--- config.mk ---
export PLATFORM = sky130hd
export DESIGN_NAME = db_ram_arb_ctrl_flat
export DESIGN_NICKNAME = d
export VERILOG_FILES = /design/src/rtl/db_ram_arb_ctrl_if.sv /design/src/rtl/db_ram_arb_ctrl.sv /design/src/flat_wrapper.sv
export SDC_FILE = /design/constraint.sdc
export NUM_CORES = 1
export LEC_CHECK = 0
export CAP_MARGIN = 40
export CORE_UTILIZATION = 29
export DETAILED_ROUTE_END_ITERATION = 8
export PLACE_DENSITY = 0.81
export SYNTH_ARGS = -nofsm -noshare
export SYNTH_HDL_FRONTEND = slang
export SYNTH_SLANG_ARGS = --single-unit
--- constraint.sdc ---
create_clock -name clk -period 1.7 [get_ports clk]
set_clock_uncertainty 0.05 [all_clocks]
set_input_delay 0.34 -clock clk [delete_from_list [all_inputs] [get_ports clk]]
set_output_delay 0.34 -clock clk [all_outputs]
set_load 0.02 [all_outputs]
--- src/rtl/db_ram_arb_ctrl_if.sv ---
// Request/response and RAM-side bus of the arbitrated RAM controller.
// Signal names follow the controller's port list; direction suffixes are seen from the controller.
interface db_ram_arb_ctrl_if #(
    parameter int ADDR_WIDTH = 8,
    parameter int WORD_WIDTH = 17
);
    logic                  clr_i;
    logic                  clr_done_o;
    logic                  wr_val_i;
    logic [ADDR_WIDTH-1:0] wr_addr_i;
    logic [WORD_WIDTH-1:0] wr_dat_i;
    logic                  wr_rdy_o;
    logic                  rd_req_i;
    logic [ADDR_WIDTH-1:0] rd_addr_i;
    logic                  rd_gnt_o;
    logic                  rd_val_o;
    logic [WORD_WIDTH-1:0] rd_dat_o;
    logic                  ram_cen_o;
    logic                  ram_oen_o;
    logic                  ram_wen_o;
    logic [ADDR_WIDTH-1:0] ram_addr_o;
    logic [WORD_WIDTH-1:0] ram_dat_o;
    logic [WORD_WIDTH-1:0] ram_dat_i;

    modport master (
        output clr_i, wr_val_i, wr_addr_i, wr_dat_i, rd_req_i, rd_addr_i, ram_dat_i,
        input  clr_done_o, wr_rdy_o, rd_gnt_o, rd_val_o, rd_dat_o,
               ram_cen_o, ram_oen_o, ram_wen_o, ram_addr_o, ram_dat_o
    );

    modport slave (
        input  clr_i, wr_val_i, wr_addr_i, wr_dat_i, rd_req_i, rd_addr_i, ram_dat_i,
        output clr_done_o, wr_rdy_o, rd_gnt_o, rd_val_o, rd_dat_o,
               ram_cen_o, ram_oen_o, ram_wen_o, ram_addr_o, ram_dat_o
    );
endinterface

--- src/rtl/db_ram_arb_ctrl.sv ---
// Single-port RAM controller: zero sweep after reset/clear, then read-priority
// arbitration with a starvation limit that forces a pending write through.
module db_ram_arb_ctrl #(
    parameter int ADDR_WIDTH   = 8,
    parameter int WORD_WIDTH   = 17,
    parameter int STARVE_LIMIT = 4
) (
    input  logic                 clk,
    input  logic                 rstn,
    db_ram_arb_ctrl_if.slave     bus
);
    typedef enum logic {CLEAR, RUN} state_t;

    localparam logic [2:0]            LIMIT = 3'(STARVE_LIMIT);
    localparam logic [ADDR_WIDTH-1:0] LAST  = '1;

    state_t                r_state;
    state_t                w_state_nxt;
    logic [ADDR_WIDTH-1:0] r_clr_cnt;
    logic [2:0]            r_starve;
    logic [2:0]            w_starve_nxt;
    logic                  r_rd_val;
    logic                  w_starved;
    logic                  w_wr_rdy;
    logic                  w_rd_gnt;
    logic                  w_cen;
    logic                  w_wen;
    logic                  w_clr_done;
    logic [ADDR_WIDTH-1:0] w_addr;
    logic [WORD_WIDTH-1:0] w_dat;

    assign w_starved = (r_starve >= LIMIT);

    always_comb begin
        // NOTE: every output gets a default first so no path leaves a latch behind.
        w_state_nxt  = r_state;
        w_starve_nxt = '0;
        w_wr_rdy     = 1'b0;
        w_rd_gnt     = 1'b0;
        w_cen        = 1'b1;
        w_wen        = 1'b1;
        w_clr_done   = 1'b0;
        w_addr       = '0;
        w_dat        = '0;
        // NOTE: the RAM strobes are gated by rstn so the RAM sits idle while reset is held,
        // yet the first sweep write lands on the very first edge after release.
        if (rstn) begin
            case (r_state)
                CLEAR: begin
                    w_cen  = 1'b0;
                    w_wen  = 1'b0;
                    w_addr = r_clr_cnt;
                    if (r_clr_cnt == LAST) begin
                        w_clr_done  = 1'b1;
                        w_state_nxt = RUN;
                    end
                end
                RUN: begin
                    if (bus.clr_i) w_state_nxt = CLEAR;
                    if (bus.rd_req_i && !w_starved) begin
                        w_rd_gnt = 1'b1;
                        w_cen    = 1'b0;
                        w_addr   = bus.rd_addr_i;
                    end else if (bus.wr_val_i) begin
                        w_wr_rdy = 1'b1;
                        w_cen    = 1'b0;
                        w_wen    = 1'b0;
                        w_addr   = bus.wr_addr_i;
                        w_dat    = bus.wr_dat_i;
                    end
                    // A winning write always clears the count, so it saturates at LIMIT.
                    if (bus.wr_val_i && !w_wr_rdy) w_starve_nxt = r_starve + 3'd1;
                end
                default: ;
            endcase
        end
    end

    always_ff @(posedge clk or negedge rstn) begin
        // NOTE: sequential state uses non-blocking assignments only.
        if (!rstn) begin
            r_state   <= CLEAR;
            r_clr_cnt <= '0;
            r_starve  <= '0;
            r_rd_val  <= 1'b0;
        end else begin
            r_state   <= w_state_nxt;
            r_clr_cnt <= (r_state == CLEAR) ? r_clr_cnt + ADDR_WIDTH'(1) : '0;
            r_starve  <= w_starve_nxt;
            r_rd_val  <= w_rd_gnt;
        end
    end

    assign bus.wr_rdy_o   = w_wr_rdy;
    assign bus.rd_gnt_o   = w_rd_gnt;
    assign bus.clr_done_o = w_clr_done;
    assign bus.ram_cen_o  = w_cen;
    assign bus.ram_wen_o  = w_wen;
    assign bus.ram_addr_o = w_addr;
    assign bus.ram_dat_o  = w_dat;
    assign bus.ram_oen_o  = ~r_rd_val;
    assign bus.rd_val_o   = r_rd_val;
    assign bus.rd_dat_o   = r_rd_val ? bus.ram_dat_i : '0;
endmodule
--- src/flat_wrapper.sv ---
// flat-port wrapper written by rule: the top's interface ports become plain ports
module db_ram_arb_ctrl_flat 
#(
    parameter int ADDR_WIDTH   = 8,
    parameter int WORD_WIDTH   = 17,
    parameter int STARVE_LIMIT = 4
)
  (clk, rstn, bus_clr_i, bus_wr_val_i, bus_wr_addr_i, bus_wr_dat_i, bus_rd_req_i, bus_rd_addr_i, bus_ram_dat_i, bus_clr_done_o, bus_wr_rdy_o, bus_rd_gnt_o, bus_rd_val_o, bus_rd_dat_o, bus_ram_cen_o, bus_ram_oen_o, bus_ram_wen_o, bus_ram_addr_o, bus_ram_dat_o);
  db_ram_arb_ctrl_if #(.ADDR_WIDTH(ADDR_WIDTH), .WORD_WIDTH(WORD_WIDTH)) bus_i ();
  input  logic clk;
  input  logic rstn;
  input wire logic [$bits(bus_i.clr_i)-1:0] bus_clr_i;
  input wire logic [$bits(bus_i.wr_val_i)-1:0] bus_wr_val_i;
  input wire logic [$bits(bus_i.wr_addr_i)-1:0] bus_wr_addr_i;
  input wire logic [$bits(bus_i.wr_dat_i)-1:0] bus_wr_dat_i;
  input wire logic [$bits(bus_i.rd_req_i)-1:0] bus_rd_req_i;
  input wire logic [$bits(bus_i.rd_addr_i)-1:0] bus_rd_addr_i;
  input wire logic [$bits(bus_i.ram_dat_i)-1:0] bus_ram_dat_i;
  output wire logic [$bits(bus_i.clr_done_o)-1:0] bus_clr_done_o;
  output wire logic [$bits(bus_i.wr_rdy_o)-1:0] bus_wr_rdy_o;
  output wire logic [$bits(bus_i.rd_gnt_o)-1:0] bus_rd_gnt_o;
  output wire logic [$bits(bus_i.rd_val_o)-1:0] bus_rd_val_o;
  output wire logic [$bits(bus_i.rd_dat_o)-1:0] bus_rd_dat_o;
  output wire logic [$bits(bus_i.ram_cen_o)-1:0] bus_ram_cen_o;
  output wire logic [$bits(bus_i.ram_oen_o)-1:0] bus_ram_oen_o;
  output wire logic [$bits(bus_i.ram_wen_o)-1:0] bus_ram_wen_o;
  output wire logic [$bits(bus_i.ram_addr_o)-1:0] bus_ram_addr_o;
  output wire logic [$bits(bus_i.ram_dat_o)-1:0] bus_ram_dat_o;
  assign bus_i.clr_i = bus_clr_i;
  assign bus_i.wr_val_i = bus_wr_val_i;
  assign bus_i.wr_addr_i = bus_wr_addr_i;
  assign bus_i.wr_dat_i = bus_wr_dat_i;
  assign bus_i.rd_req_i = bus_rd_req_i;
  assign bus_i.rd_addr_i = bus_rd_addr_i;
  assign bus_i.ram_dat_i = bus_ram_dat_i;
  assign bus_clr_done_o = bus_i.clr_done_o;
  assign bus_wr_rdy_o = bus_i.wr_rdy_o;
  assign bus_rd_gnt_o = bus_i.rd_gnt_o;
  assign bus_rd_val_o = bus_i.rd_val_o;
  assign bus_rd_dat_o = bus_i.rd_dat_o;
  assign bus_ram_cen_o = bus_i.ram_cen_o;
  assign bus_ram_oen_o = bus_i.ram_oen_o;
  assign bus_ram_wen_o = bus_i.ram_wen_o;
  assign bus_ram_addr_o = bus_i.ram_addr_o;
  assign bus_ram_dat_o = bus_i.ram_dat_o;
  db_ram_arb_ctrl #(.ADDR_WIDTH(ADDR_WIDTH), .WORD_WIDTH(WORD_WIDTH), .STARVE_LIMIT(STARVE_LIMIT)) u_core (.clk(clk), .rstn(rstn), .bus(bus_i));
endmodule
==> flow_summary.yaml <==
grt:
  grt_usage_pct: 27.19
  antenna_found_initial: 0
  grt_pass1_vias: 1474
  grt_max_degree: 17
  grt_first_pass_wirelength_um: 7279
  grt_overflow: 0
setup_path:
  cp-end-kind: "output pin"
  start_kind: "flop"
  cp_slowest_stage_delay_ps: 420
  crit_family: "flip-flops"
  crit_type: "flop to output pin"
  critical_path_buf_inv_count: 2
  worstPathRequired_ps: 1310
  path_max_fanout: 5
  cp.arrival_ps: 1500
  crit_slowest_cell: "dfrtp_1"
  path_common_cell: "buf_6"
  cp_cell_sequence: "nor2b_4, nor2_4, buf_6, a22o_4, buf_6"
synth:
  avgSynthCellArea_um2: 7.507
  synthTopCellsByArea: "dfrtp_1 32%, and2_1 22%, o21ai_0 5.9%"
  yosysMostFrequentCell: "and2_1"
  yosysSeqAreaShare_pct: 32.10
  synth_common_cells: "36 x and2_1, 13 x dfrtp_1, 13 x nand2_1"
  yosys_warnings: 0
  synth_top_flop_cell: "dfrtp_1"
  syn_inst: 135
  async_flop_share_pct: 100.0
  mappedNetlistNets: 192
  netlist_area_um2: 1013
  synth_edf_count: 0
  ys_ff_latch: 13
  synth_cell_types: 26
  synth_top_area_cell: "dfrtp_1"
  synth_top_area_share_pct: 32.10
timing:
  finalCritPeriodShare_pct: 110.9
  hold_viol: 0
  slew-limit-headroom_pct: 85.43
  rsz0062_at_grt: "yes"
  slew_viol_final: 0
  finalSetupViolations: 26
  setup_tns_ps: -2032
  fmaxAchievable_mhz: 530.3
  setup_ws_ps: -185.8
  period_needed_ps: 1886
  tightest_slew_ps: 219.4
route:
  first_pass_iters: 4
  route.met3.wl_um: 452
  wl_met2_um: 2680
  route.top_layer_used: "met4"
  antenna_left: 0
  wl_met1_um: 1783
  dr.first_iter.drc_count: 53
  viasPerCell: 4.939
  remaining_drc_errors: 0
  drt-total-wl_um: 5138
  wl_per_cell_um: 16.57
  num_vias: 1531
die:
  core-area_um2: 3337
  num_rows: 21
  start_util_pct: 30.37
  design.die.area_um2: 3735
  die_y_um: 61.12
  io_pins: 104
  fp.dieW_um: 61.12
placed_design:
  pre_cts_ws_ps: -781.8
  port_buffers: 103
  place_congestion: 0.7925
  hpwl_um: 3201
status:
  outcome: "finished, violations left"
  violations: "setup timing"
finish:
  nets: 322
  multi_input_area_um2: 753.2
  n_fill_cell: 260
  seqCellArea_um2: 327.8
  diodes: 0
  drive_above_1_share_pct: 44.70
  areaGrowthSynthToFinish_pct: 138.4
clocking:
  numCtsBuffers: 3
  htreeDepth: 1
  clkLatencyLatePin_ps: 290
  cts_sinks: 13
  clk_pin_slew_ps: 90
  cts_buffer_depth: 2
  ctsHoldBuffers: 0
  cts_tree: "done"
  cts-root-buf: "clkbuf_4"
worst_hold_path:
  hold_path_class: "input port to asynchronous set/reset pin"
power:
  peakVddDrop_v: 0.0003319
  power_leakage_nw: 1.129
  powerDensity_nw_per_um2: 296.2
job:
  drv_cap: 0
## through the flow
| stage | util (%) | cell area (um^2) | hold WS [ps] | total power [mW] | cells |
|---|---|---|---|---|---|
| after floorplan | - | 1013 | -5.591 | 0.3468 | 135 |
| after global placement | 65.92 | 2200 | 380.8 | 0.4983 | 291 |
| after CTS | 72.44 | 2417 | 120.2 | 0.7062 | 305 |
| after detailed placement | 65.92 | 2200 | 411.4 | 0.4999 | 291 |
| final | 72.40 | 2416 | 306.6 | 0.7158 | 310 |
| after global routing | 72.40 | 2416 | 318.2 | 0.7417 | 310 |
## registers in the layout, indices dropped and copies added (netlist names)
name and flops:
u_core.bus.rd_val_o 1, u_core.r_clr_cnt 8, u_core.r_starve 3, u_core.r_state 1
## layout by cell type, fill, tap and decap left out, types with 5 or more instances in the layout
master / netlist / final
nand2_1: 13 / 8
clkdlybuf4s50_1: 0 / 51
buf_4: 0 / 26
nor2_1: 7 / 6
and2_1: 36 / 19
o21ai_0: 12 / 9
dfrtp_1: 13 / 11
a31oi_1: 6 / 6
and2_4: 0 / 17
dlygate4sd2_1: 0 / 5
nand2_2: 0 / 5
clkbuf_2: 0 / 16
nand3_1: 10 / 9
buf_6: 0 / 30
## final timing paths
| check | endpoint | from | slack [ps] | cells past startpoint |
|---|---|---|---|---|
| min reg2reg | u_core.r_starve[0] | u_core.r_starve[0] | 440 | 1 |
| min in group clk | u_core.r_starve[0] | u_core.r_starve[0] | 440 | 1 |
| max | bus_ram_addr_o[6] | u_core.r_starve[2] | -190 | 5 |
| max reg2reg | u_core.r_clr_cnt[6] | u_core.r_clr_cnt[0] | 220 | 6 |
| max in group asynchronous | u_core.bus.rd_val_o | rstn | 1140 | 3 |
| min | u_core.r_state | rstn | 310 | 3 |
## cell families (layout without fill, tap and decap cells)
family / after synthesis / count (layout) / synth area share, %
compound gates: 25 / 25 / 14.32
buf+inv: 12 / 141 / 4.938
xor+xnor: 3 / 3 / 2.593
flops: 13 / 13 / 32.10
simple gates: 80 / 80 / 43.58
fa+ha+maj: 2 / 2 / 2.469
## routing by layer
layer	global-route usage, %	vias up
li1	-	714
met1	27.35	702
met2	50.93	94
met3	4.832	21
met4	17.86	0
met5	0	-
## worst register-to-register path, cell delays in order, from the launching register on
cell and delay, ps:
dfrtp_1 370, ha_2 200, buf_4 110, buf_4 100
nand3_1 120, or3_1 320, a21oi_1 150
## cell type report
class                   instances  share of cell area (%)
multi-input cells             110                   31.18
flip-flops and latches         13                   13.57
clock buffers                   3                  0.9322
well taps                      46                   2.382
clock inverters                 1                  0.2071
repair buffers                135                   51.42
inverters                       2                  0.3107
## what timing repair did
action                     CTS  global route
gates resized for setup    249            35
setup buffers                6             5
pin swaps                   33             6
setup endpoints to repair   49            47
cloned                       4             0
## power breakdown
part / switching [mW] / internal (mW)
combinational: 0.0678 / 0.139
clock: 0.112 / 0.0877
sequential: 0 / 0.309
total: 0.180 / 0.536
Note: power is estimated with default switching activity, not from simulation.
